--- config.mk ---
export PLATFORM = sky130hd
export DESIGN_NAME = eeprom_arb
export DESIGN_NICKNAME = d
export VERILOG_FILES = /design/src/rtl/eeprom_arb.sv
export SDC_FILE = /design/constraint.sdc
export NUM_CORES = 1
export LEC_CHECK = 0
export ABC_AREA = 1
export CAP_MARGIN = 20
export CORE_MARGIN = 10
export CORE_UTILIZATION = 32
export CTS_CLUSTER_DIAMETER = 200
export DETAILED_ROUTE_END_ITERATION = 16
export GPL_TIMING_DRIVEN = 0
export PLACE_DENSITY = 0.58
export SYNTH_ARGS = -nofsm -noshare
export SYNTH_HDL_FRONTEND = slang
export SYNTH_SLANG_ARGS = --single-unit
--- constraint.sdc ---
create_clock -name clk_i -period 1.9 [get_ports clk_i]
set_clock_uncertainty 0.2 [all_clocks]
set_input_delay 0.38 -clock clk_i [delete_from_list [all_inputs] [get_ports clk_i]]
set_output_delay 0.38 -clock clk_i [all_outputs]
set_load 0.005 [all_outputs]
--- src/rtl/eeprom_arb.sv ---
// Purpose : round-robin arbiter/sequencer sharing one serial EEPROM byte engine between two ports.
// Latency : req to ISSUE 1 cycle; done 1 cycle after eng_ack (read) or 1+TWR_CYCLES cycles (write).
// Backpr. : requesters hold req until their done; the loser waits in place, nothing is queued.
//
// Ports:
//   clk_i, rst_ni            clock, synchronous active-low reset
//   reqN_i, wr_nrdN_i        per-port request and direction (1 = write)
//   addrN_i, wdataN_i        per-port byte address and write byte
//   gntN_o, doneN_o          ownership (ISSUE..DONE) and one-cycle completion pulse
//   rdata_o, err_o, busy_o   read byte (valid with done), timeout flag, non-idle status
//   eng_*                    engine strobes, held address/data, read data and ack
// Optional feature: define EEPROM_ARB_TIMEOUT_EN to bound WAIT_ACK at TIMEOUT_CYCLES.
module eeprom_arb #(
    parameter logic [15:0] TWR_CYCLES     = 16'd1000,
    parameter logic [15:0] TIMEOUT_CYCLES = 16'd4096
) (
    input  logic        clk_i,
    input  logic        rst_ni,
    input  logic        req0_i,
    input  logic        req1_i,
    input  logic        wr_nrd0_i,
    input  logic        wr_nrd1_i,
    input  logic [10:0] addr0_i,
    input  logic [10:0] addr1_i,
    input  logic [7:0]  wdata0_i,
    input  logic [7:0]  wdata1_i,
    output logic        gnt0_o,
    output logic        gnt1_o,
    output logic        done0_o,
    output logic        done1_o,
    output logic [7:0]  rdata_o,
    output logic        err_o,
    output logic        busy_o,
    output logic        eng_wr_o,
    output logic        eng_rd_o,
    output logic [10:0] eng_addr_o,
    output logic [7:0]  eng_wdata_o,
    input  logic [7:0]  eng_rdata_i,
    input  logic        eng_ack_i
);

    typedef enum logic [2:0] {
        S_IDLE,
        S_ISSUE,
        S_WAIT_ACK,
        S_RECOVER,
        S_DONE
    } state_t;

    state_t      state_q;
    logic        last_q;      // most recently served port
    logic        owner_q;     // port owning the current transaction
    logic        wr_nrd_q;
    logic [15:0] twr_cnt_q;
    logic        gnt0_q, gnt1_q, done0_q, done1_q, busy_q;
    logic        eng_wr_q, eng_rd_q;
    logic [10:0] eng_addr_q;
    logic [7:0]  eng_wdata_q;
    logic [7:0]  rdata_q;

    logic        win_d;       // arbitration winner, 1 = port 1
    logic        timeout_d;
    logic        go_done_d;

`ifdef EEPROM_ARB_TIMEOUT_EN
    logic [15:0] to_cnt_q;
    logic        err_q;

    assign timeout_d = (state_q == S_WAIT_ACK) && !eng_ack_i
                       && (to_cnt_q == TIMEOUT_CYCLES - 16'd1);
    assign err_o     = err_q;
`else
    logic unused_timeout_cycles;

    assign unused_timeout_cycles = ^TIMEOUT_CYCLES;
    assign timeout_d             = 1'b0;
    assign err_o                 = 1'b0;
`endif

    // On a tie the port that was not served last wins.
    always_comb begin
        win_d = 1'b0;
        if (req0_i && req1_i) begin
            win_d = ~last_q;
        end else begin
            win_d = req1_i;
        end
    end

    // All paths into DONE; a write with zero recovery skips RECOVER entirely.
    always_comb begin
        go_done_d = 1'b0;
        if ((state_q == S_WAIT_ACK) && eng_ack_i && (!wr_nrd_q || (TWR_CYCLES == 16'd0))) begin
            go_done_d = 1'b1;
        end
        if ((state_q == S_RECOVER) && (twr_cnt_q <= 16'd1)) begin
            go_done_d = 1'b1;
        end
        if (timeout_d) begin
            go_done_d = 1'b1;
        end
    end

    always_ff @(posedge clk_i) begin
        if (!rst_ni) begin
            state_q     <= S_IDLE;
            last_q      <= 1'b1;
            owner_q     <= 1'b0;
            wr_nrd_q    <= 1'b0;
            twr_cnt_q   <= 16'd0;
            gnt0_q      <= 1'b0;
            gnt1_q      <= 1'b0;
            done0_q     <= 1'b0;
            done1_q     <= 1'b0;
            busy_q      <= 1'b0;
            eng_wr_q    <= 1'b0;
            eng_rd_q    <= 1'b0;
            eng_addr_q  <= 11'd0;
            eng_wdata_q <= 8'd0;
            rdata_q     <= 8'd0;
`ifdef EEPROM_ARB_TIMEOUT_EN
            to_cnt_q    <= 16'd0;
            err_q       <= 1'b0;
`endif
        end else begin
            // Strobes and done are single-cycle pulses.
            eng_wr_q <= 1'b0;
            eng_rd_q <= 1'b0;
            done0_q  <= 1'b0;
            done1_q  <= 1'b0;

            if (go_done_d) begin
                state_q   <= S_DONE;
                done0_q   <= ~owner_q;
                done1_q   <= owner_q;
                last_q    <= owner_q;
                twr_cnt_q <= 16'd0;
`ifdef EEPROM_ARB_TIMEOUT_EN
                to_cnt_q  <= 16'd0;
                if (timeout_d) begin
                    rdata_q <= 8'h00;
                    err_q   <= 1'b1;
                end else
`endif
                if (!wr_nrd_q) begin
                    rdata_q <= eng_rdata_i;
                end
            end else begin
                case (state_q)
                    S_IDLE: begin
                        if (req0_i || req1_i) begin
                            owner_q     <= win_d;
                            wr_nrd_q    <= win_d ? wr_nrd1_i : wr_nrd0_i;
                            eng_addr_q  <= win_d ? addr1_i : addr0_i;
                            eng_wdata_q <= win_d ? wdata1_i : wdata0_i;
                            eng_wr_q    <= win_d ? wr_nrd1_i : wr_nrd0_i;
                            eng_rd_q    <= win_d ? ~wr_nrd1_i : ~wr_nrd0_i;
                            gnt0_q      <= ~win_d;
                            gnt1_q      <= win_d;
                            busy_q      <= 1'b1;
                            state_q     <= S_ISSUE;
                        end
                    end
                    S_ISSUE: begin
                        state_q <= S_WAIT_ACK;
`ifdef EEPROM_ARB_TIMEOUT_EN
                        to_cnt_q <= 16'd0;
`endif
                    end
                    S_WAIT_ACK: begin
                        // Only a write with non-zero recovery reaches here on ack.
                        if (eng_ack_i) begin
                            twr_cnt_q <= TWR_CYCLES;
                            state_q   <= S_RECOVER;
                        end
`ifdef EEPROM_ARB_TIMEOUT_EN
                        else begin
                            to_cnt_q <= to_cnt_q + 16'd1;
                        end
`endif
                    end
                    S_RECOVER: begin
                        twr_cnt_q <= twr_cnt_q - 16'd1;
                    end
                    S_DONE: begin
                        state_q <= S_IDLE;
                        gnt0_q  <= 1'b0;
                        gnt1_q  <= 1'b0;
                        busy_q  <= 1'b0;
`ifdef EEPROM_ARB_TIMEOUT_EN
                        err_q   <= 1'b0;
`endif
                    end
                    default: begin
                        state_q <= S_IDLE;
                    end
                endcase
            end
        end
    end

    assign gnt0_o      = gnt0_q;
    assign gnt1_o      = gnt1_q;
    assign done0_o     = done0_q;
    assign done1_o     = done1_q;
    assign rdata_o     = rdata_q;
    assign busy_o      = busy_q;
    assign eng_wr_o    = eng_wr_q;
    assign eng_rd_o    = eng_rd_q;
    assign eng_addr_o  = eng_addr_q;
    assign eng_wdata_o = eng_wdata_q;

endmodule

==> results of run 1 <==
==> state kept, by name, indices dropped and copies added (netlist names) <==
register,flops
twr_cnt_q,16
eng_addr_o,11
eng_wdata_o,8
rdata_o,8
state_q,3
busy_o,1
done0_o,1
done1_o,1
eng_rd_o,1
eng_wr_o,1
gnt0_o,1
gnt1_o,1
last_q,1
owner_q,1
wr_nrd_q,1
==> cell type report <==
cell class | count | area (um^2) | share of cell area [%]
repair buffers | 87 | 868 | 23.7
inverters | 34 | 128 | 3.49
clock buffers | 5 | 68.8 | 1.88
well taps | 102 | 128 | 3.49
plain buffers | 13 | 82.6 | 2.26
multi-input cells | 252 | 1240 | 33.9
clock inverters | 3 | 21.3 | 0.581
flip-flops and latches | 56 | 1120 | 30.6
==> cell families (layout without fill, tap and decap cells) <==
family / count (synthesis) / after routing / synth area share (%)
flip-flops: 56 / 56 / 44.1
adder cells (fa/ha/maj): 2 / 2 / 0.985
buffers and inverters: 47 / 142 / 7.88
AO/OA/AOI/OAI: 60 / 60 / 13.3
other: 1 / 1 / 0.148
AND/OR/NAND/NOR: 189 / 189 / 33.5
==> path summary, 6_finish.rpt <==
| check | startpoint | endpoint | slack (ns) | cells after the start |
|---|---|---|---|---|
| setup / recovery | req0_i | eng_wdata_o[3] | 0.10 | 7 |
| hold / removal | owner_q | done0_o | 0.24 | 1 |
| setup reg to reg | twr_cnt_q[1] | state_q[0] | 0.14 | 8 |
| hold reg to reg | owner_q | done0_o | 0.24 | 1 |
==> timing repair <==
| action | 4_1_cts | 5_1_grt |
|---|---|---|
| buffers inserted | 0 | 1 |
| endpoints found under the hold margin | 0 | 0 |
| setup endpoints to repair | 0 | 39 |
| resized for setup | 0 | 11 |
==> report_power, final <==
part           leakage (nW)  internal [mW]  switching, mW
clock network        0.0445          0.263          0.418
registers             0.458           1.53          0.237
logic                 0.946           1.08           1.35
==> synthesized netlist by cell type, drive strengths merged, types with 2 or more instances <==
cell type | n | area (um^2)
a21oi | 15 | 75.1
a31oi | 22 | 138
buf | 10 | 61.3
clkbuf | 3 | 11.3
dfxtp | 56 | 1120
ha | 2 | 25.0
inv | 33 | 124
nand2 | 100 | 388
nand3 | 15 | 110
nand3b | 12 | 93.8
nand4 | 2 | 12.5
nor2 | 57 | 229
o21ai | 18 | 90.1
o22ai | 2 | 12.5
==> through the flow <==
| stage | setup slack (ns) | total power, mW | cells | hold slack (ns) |
|---|---|---|---|---|
| 2_1_floorplan | 0.342 | 3.25 | 355 | 0.213 |
| 3_3_place_gp | -0.289 | 4.18 | 543 | 0.227 |
| 3_5_place_dp | -0.290 | 4.19 | 543 | 0.236 |
| 4_1_cts | 0.0167 | 4.89 | 551 | 0.247 |
| 5_1_grt | -0.0133 | 5.35 | 552 | 0.262 |
| 6_report | 0.101 | 4.88 | 552 | 0.241 |
==> routing by layer <==
| metal | global-route usage (%) | vias to the layer above | share of wire (%) |
|---|---|---|---|
| met3 | 7.14 | 5 | 12 |
| met1 | 14.9 | 1107 | 45 |
| met4 | 3.30 | 0 | 1.0 |
| met5 | 0 | - | 0 |
| met2 | 17.7 | 75 | 43 |
| li1 | - | 1332 | - |
==> metrics.txt, run 1 <==
# TYPE chip_impl_metric gauge
chip_impl_metric{name="remaining_antenna_violation_count",unit=""} 0
chip_impl_metric{name="antenna_found_initial",unit=""} 0
chip_impl_metric{name="htree_levels",unit=""} 2
chip_impl_metric{name="grt_use_total",unit="%"} 12.2
chip_impl_metric{name="grt_pass1_vias",unit=""} 2448
chip_impl_info{name="timing.critical_path.from_type",value="input port"} 1
chip_impl_metric{name="setup_viol_count_final",unit=""} 0
chip_impl_metric{name="timing.critical_path.fanout_max",unit=""} 10
chip_impl_info{name="critPathCaptureType",value="register"} 1
chip_impl_info{name="postSynth.topFlopCell",value="sky130_fd_sc_hd__dfxtp_1"} 1
chip_impl_metric{name="wl_per_cell",unit="um"} 13.2
chip_impl_metric{name="numCtsBuffers",unit=""} 5
chip_impl_metric{name="setup_total_negative_slack",unit="ns"} 0
chip_impl_metric{name="gpl.final_weighted_congestion",unit=""} 0.823
chip_impl_info{name="critical_path.top_delay_family",value="buffers and inverters"} 1
chip_impl_metric{name="ys_seq_elements",unit=""} 56
chip_impl_info{name="status",value="complete, no violations"} 1
chip_impl_metric{name="required",unit="ns"} 1.93
chip_impl_metric{name="post_cts_hold_buffer_count",unit=""} 0
chip_impl_metric{name="port-buffer-count",unit=""} 86
chip_impl_metric{name="drv.max_cap_violation_count",unit=""} 0
chip_impl_metric{name="layout.core_utilization",unit="%"} 47.3
chip_impl_metric{name="power.density",unit="nW/um^2"} 1330
chip_impl_metric{name="first_pass_iteration_count_of_the_detailed_router",unit=""} 4
chip_impl_metric{name="placeableCoreArea",unit="um^2"} 7730
chip_impl_metric{name="clock_insertion_delay_worst_skew",unit="ns"} 0.32
chip_impl_metric{name="leakage_power",unit="nW"} 1.45
chip_impl_metric{name="yosys_warnings",unit=""} 0
chip_impl_metric{name="post_drt_via_cell_ratio",unit=""} 4.56
chip_impl_metric{name="synth.cell_area",unit="um^2"} 2540
chip_impl_metric{name="critical-path-max-stage-delay",unit="ns"} 0.50
chip_impl_info{name="setup_repair_after_global_routing_missed_its_margin",value="true"} 1
chip_impl_metric{name="fmaxAchievable",unit="MHz"} 556
chip_impl_metric{name="critical_path.n_buffers_inverters",unit=""} 2
chip_impl_info{name="cts_root_buf",value="sky130_fd_sc_hd__clkbuf_8"} 1
chip_impl_metric{name="die_w",unit="um"} 109
chip_impl_metric{name="globalRouteOverflowTotal",unit=""} 0
chip_impl_metric{name="cts.clk_slew.worst_paths",unit="ns"} 0.11
chip_impl_metric{name="avgSynthCellArea",unit="um^2"} 7.15
chip_impl_metric{name="placed_cell_area",unit="um^2"} 3530
chip_impl_metric{name="ir_drop",unit="uV"} 434
chip_impl_metric{name="die_h",unit="um"} 109
chip_impl_info{name="hp-class",value="reg2reg"} 1
chip_impl_metric{name="finalHoldViolations",unit=""} 0
chip_impl_info{name="critical-path-slowest-cell",value="sky130_fd_sc_hd__clkdlybuf4s50_1"} 1
chip_impl_info{name="timing_worst_setup_path_type",value="in2reg"} 1
chip_impl_metric{name="io_pins",unit=""} 88
chip_impl_metric{name="syn_nets",unit=""} 410
chip_impl_metric{name="wirelength",unit="um"} 7270
chip_impl_metric{name="synth-seq-area-share",unit="%"} 44.1
chip_impl_metric{name="area_enclosed_by_the_die_boundary",unit="um^2"} 11900
chip_impl_metric{name="finish.net_count",unit=""} 504
chip_impl_metric{name="hpwl",unit="um"} 5630
chip_impl_metric{name="async_flop_share",unit="%"} 0
chip_impl_metric{name="final_min_period_over_clock_period",unit="%"} 94.7
chip_impl_metric{name="synth_edf_count",unit=""} 0
chip_impl_metric{name="final_area",unit="um^2"} 3660
chip_impl_metric{name="fin_crit",unit="ns"} 1.80
chip_impl_metric{name="pin_count_of_the_biggest_net_entering_global_routing",unit=""} 19
chip_impl_metric{name="drt-initial-drc-count",unit=""} 63
chip_impl_info{name="mostFrequentLayoutCell",value="sky130_fd_sc_hd__nand2_1"} 1
chip_impl_metric{name="grt_first_pass_wirelength",unit="um"} 11800
chip_impl_metric{name="synthToLayoutAreaGrowth",unit="%"} 44.0
chip_impl_metric{name="fill_cells",unit=""} 778
chip_impl_metric{name="cts_sinks",unit=""} 56
chip_impl_info{name="top_library_cells_by_usage_in_the_layout_fill_and_taps_aside",value="sky130_fd_sc_hd__nand2_1 (97), sky130_fd_sc_hd__clkdlybuf4s50_1 (86), sky130_fd_sc_hd__dfxtp_1 (56)"} 1
chip_impl_metric{name="number_of_core_rows",unit=""} 32
chip_impl_metric{name="initial_utilization",unit="%"} 32.9
chip_impl_metric{name="yosys.cell_types.count",unit=""} 33
chip_impl_metric{name="vias",unit=""} 2519
chip_impl_metric{name="syn_inst",unit=""} 355
chip_impl_info{name="critical_path.cell_chain",value="clkdlybuf4s50_1, nor2_1, nand3b_2, nor2_4, clkbuf_4, nand2_1, a31oi_1"} 1
chip_impl_metric{name="insertedDiodeCount",unit=""} 0
chip_impl_metric{name="final_layout_size_suffix_gt1_share",unit="%"} 8.67
chip_impl_metric{name="final-max-slew-violation-count",unit=""} 0
chip_impl_metric{name="detail_route.drc_violations",unit=""} 0
chip_impl_info{name="cts_tree",value="done"} 1
chip_impl_metric{name="arrival_time_of_the_worst_setup_path",unit="ns"} 1.83
chip_impl_metric{name="clockBufferDepth",unit=""} 2
No activity file was read; power rests on OpenSTA's default activity.
==> run 2, diff against run 1 <==
TNS_END_PERCENT = 50   (was unset)
==> results of run 2 <==
The final DEF is identical to that of run 1; final timing and power are the same.
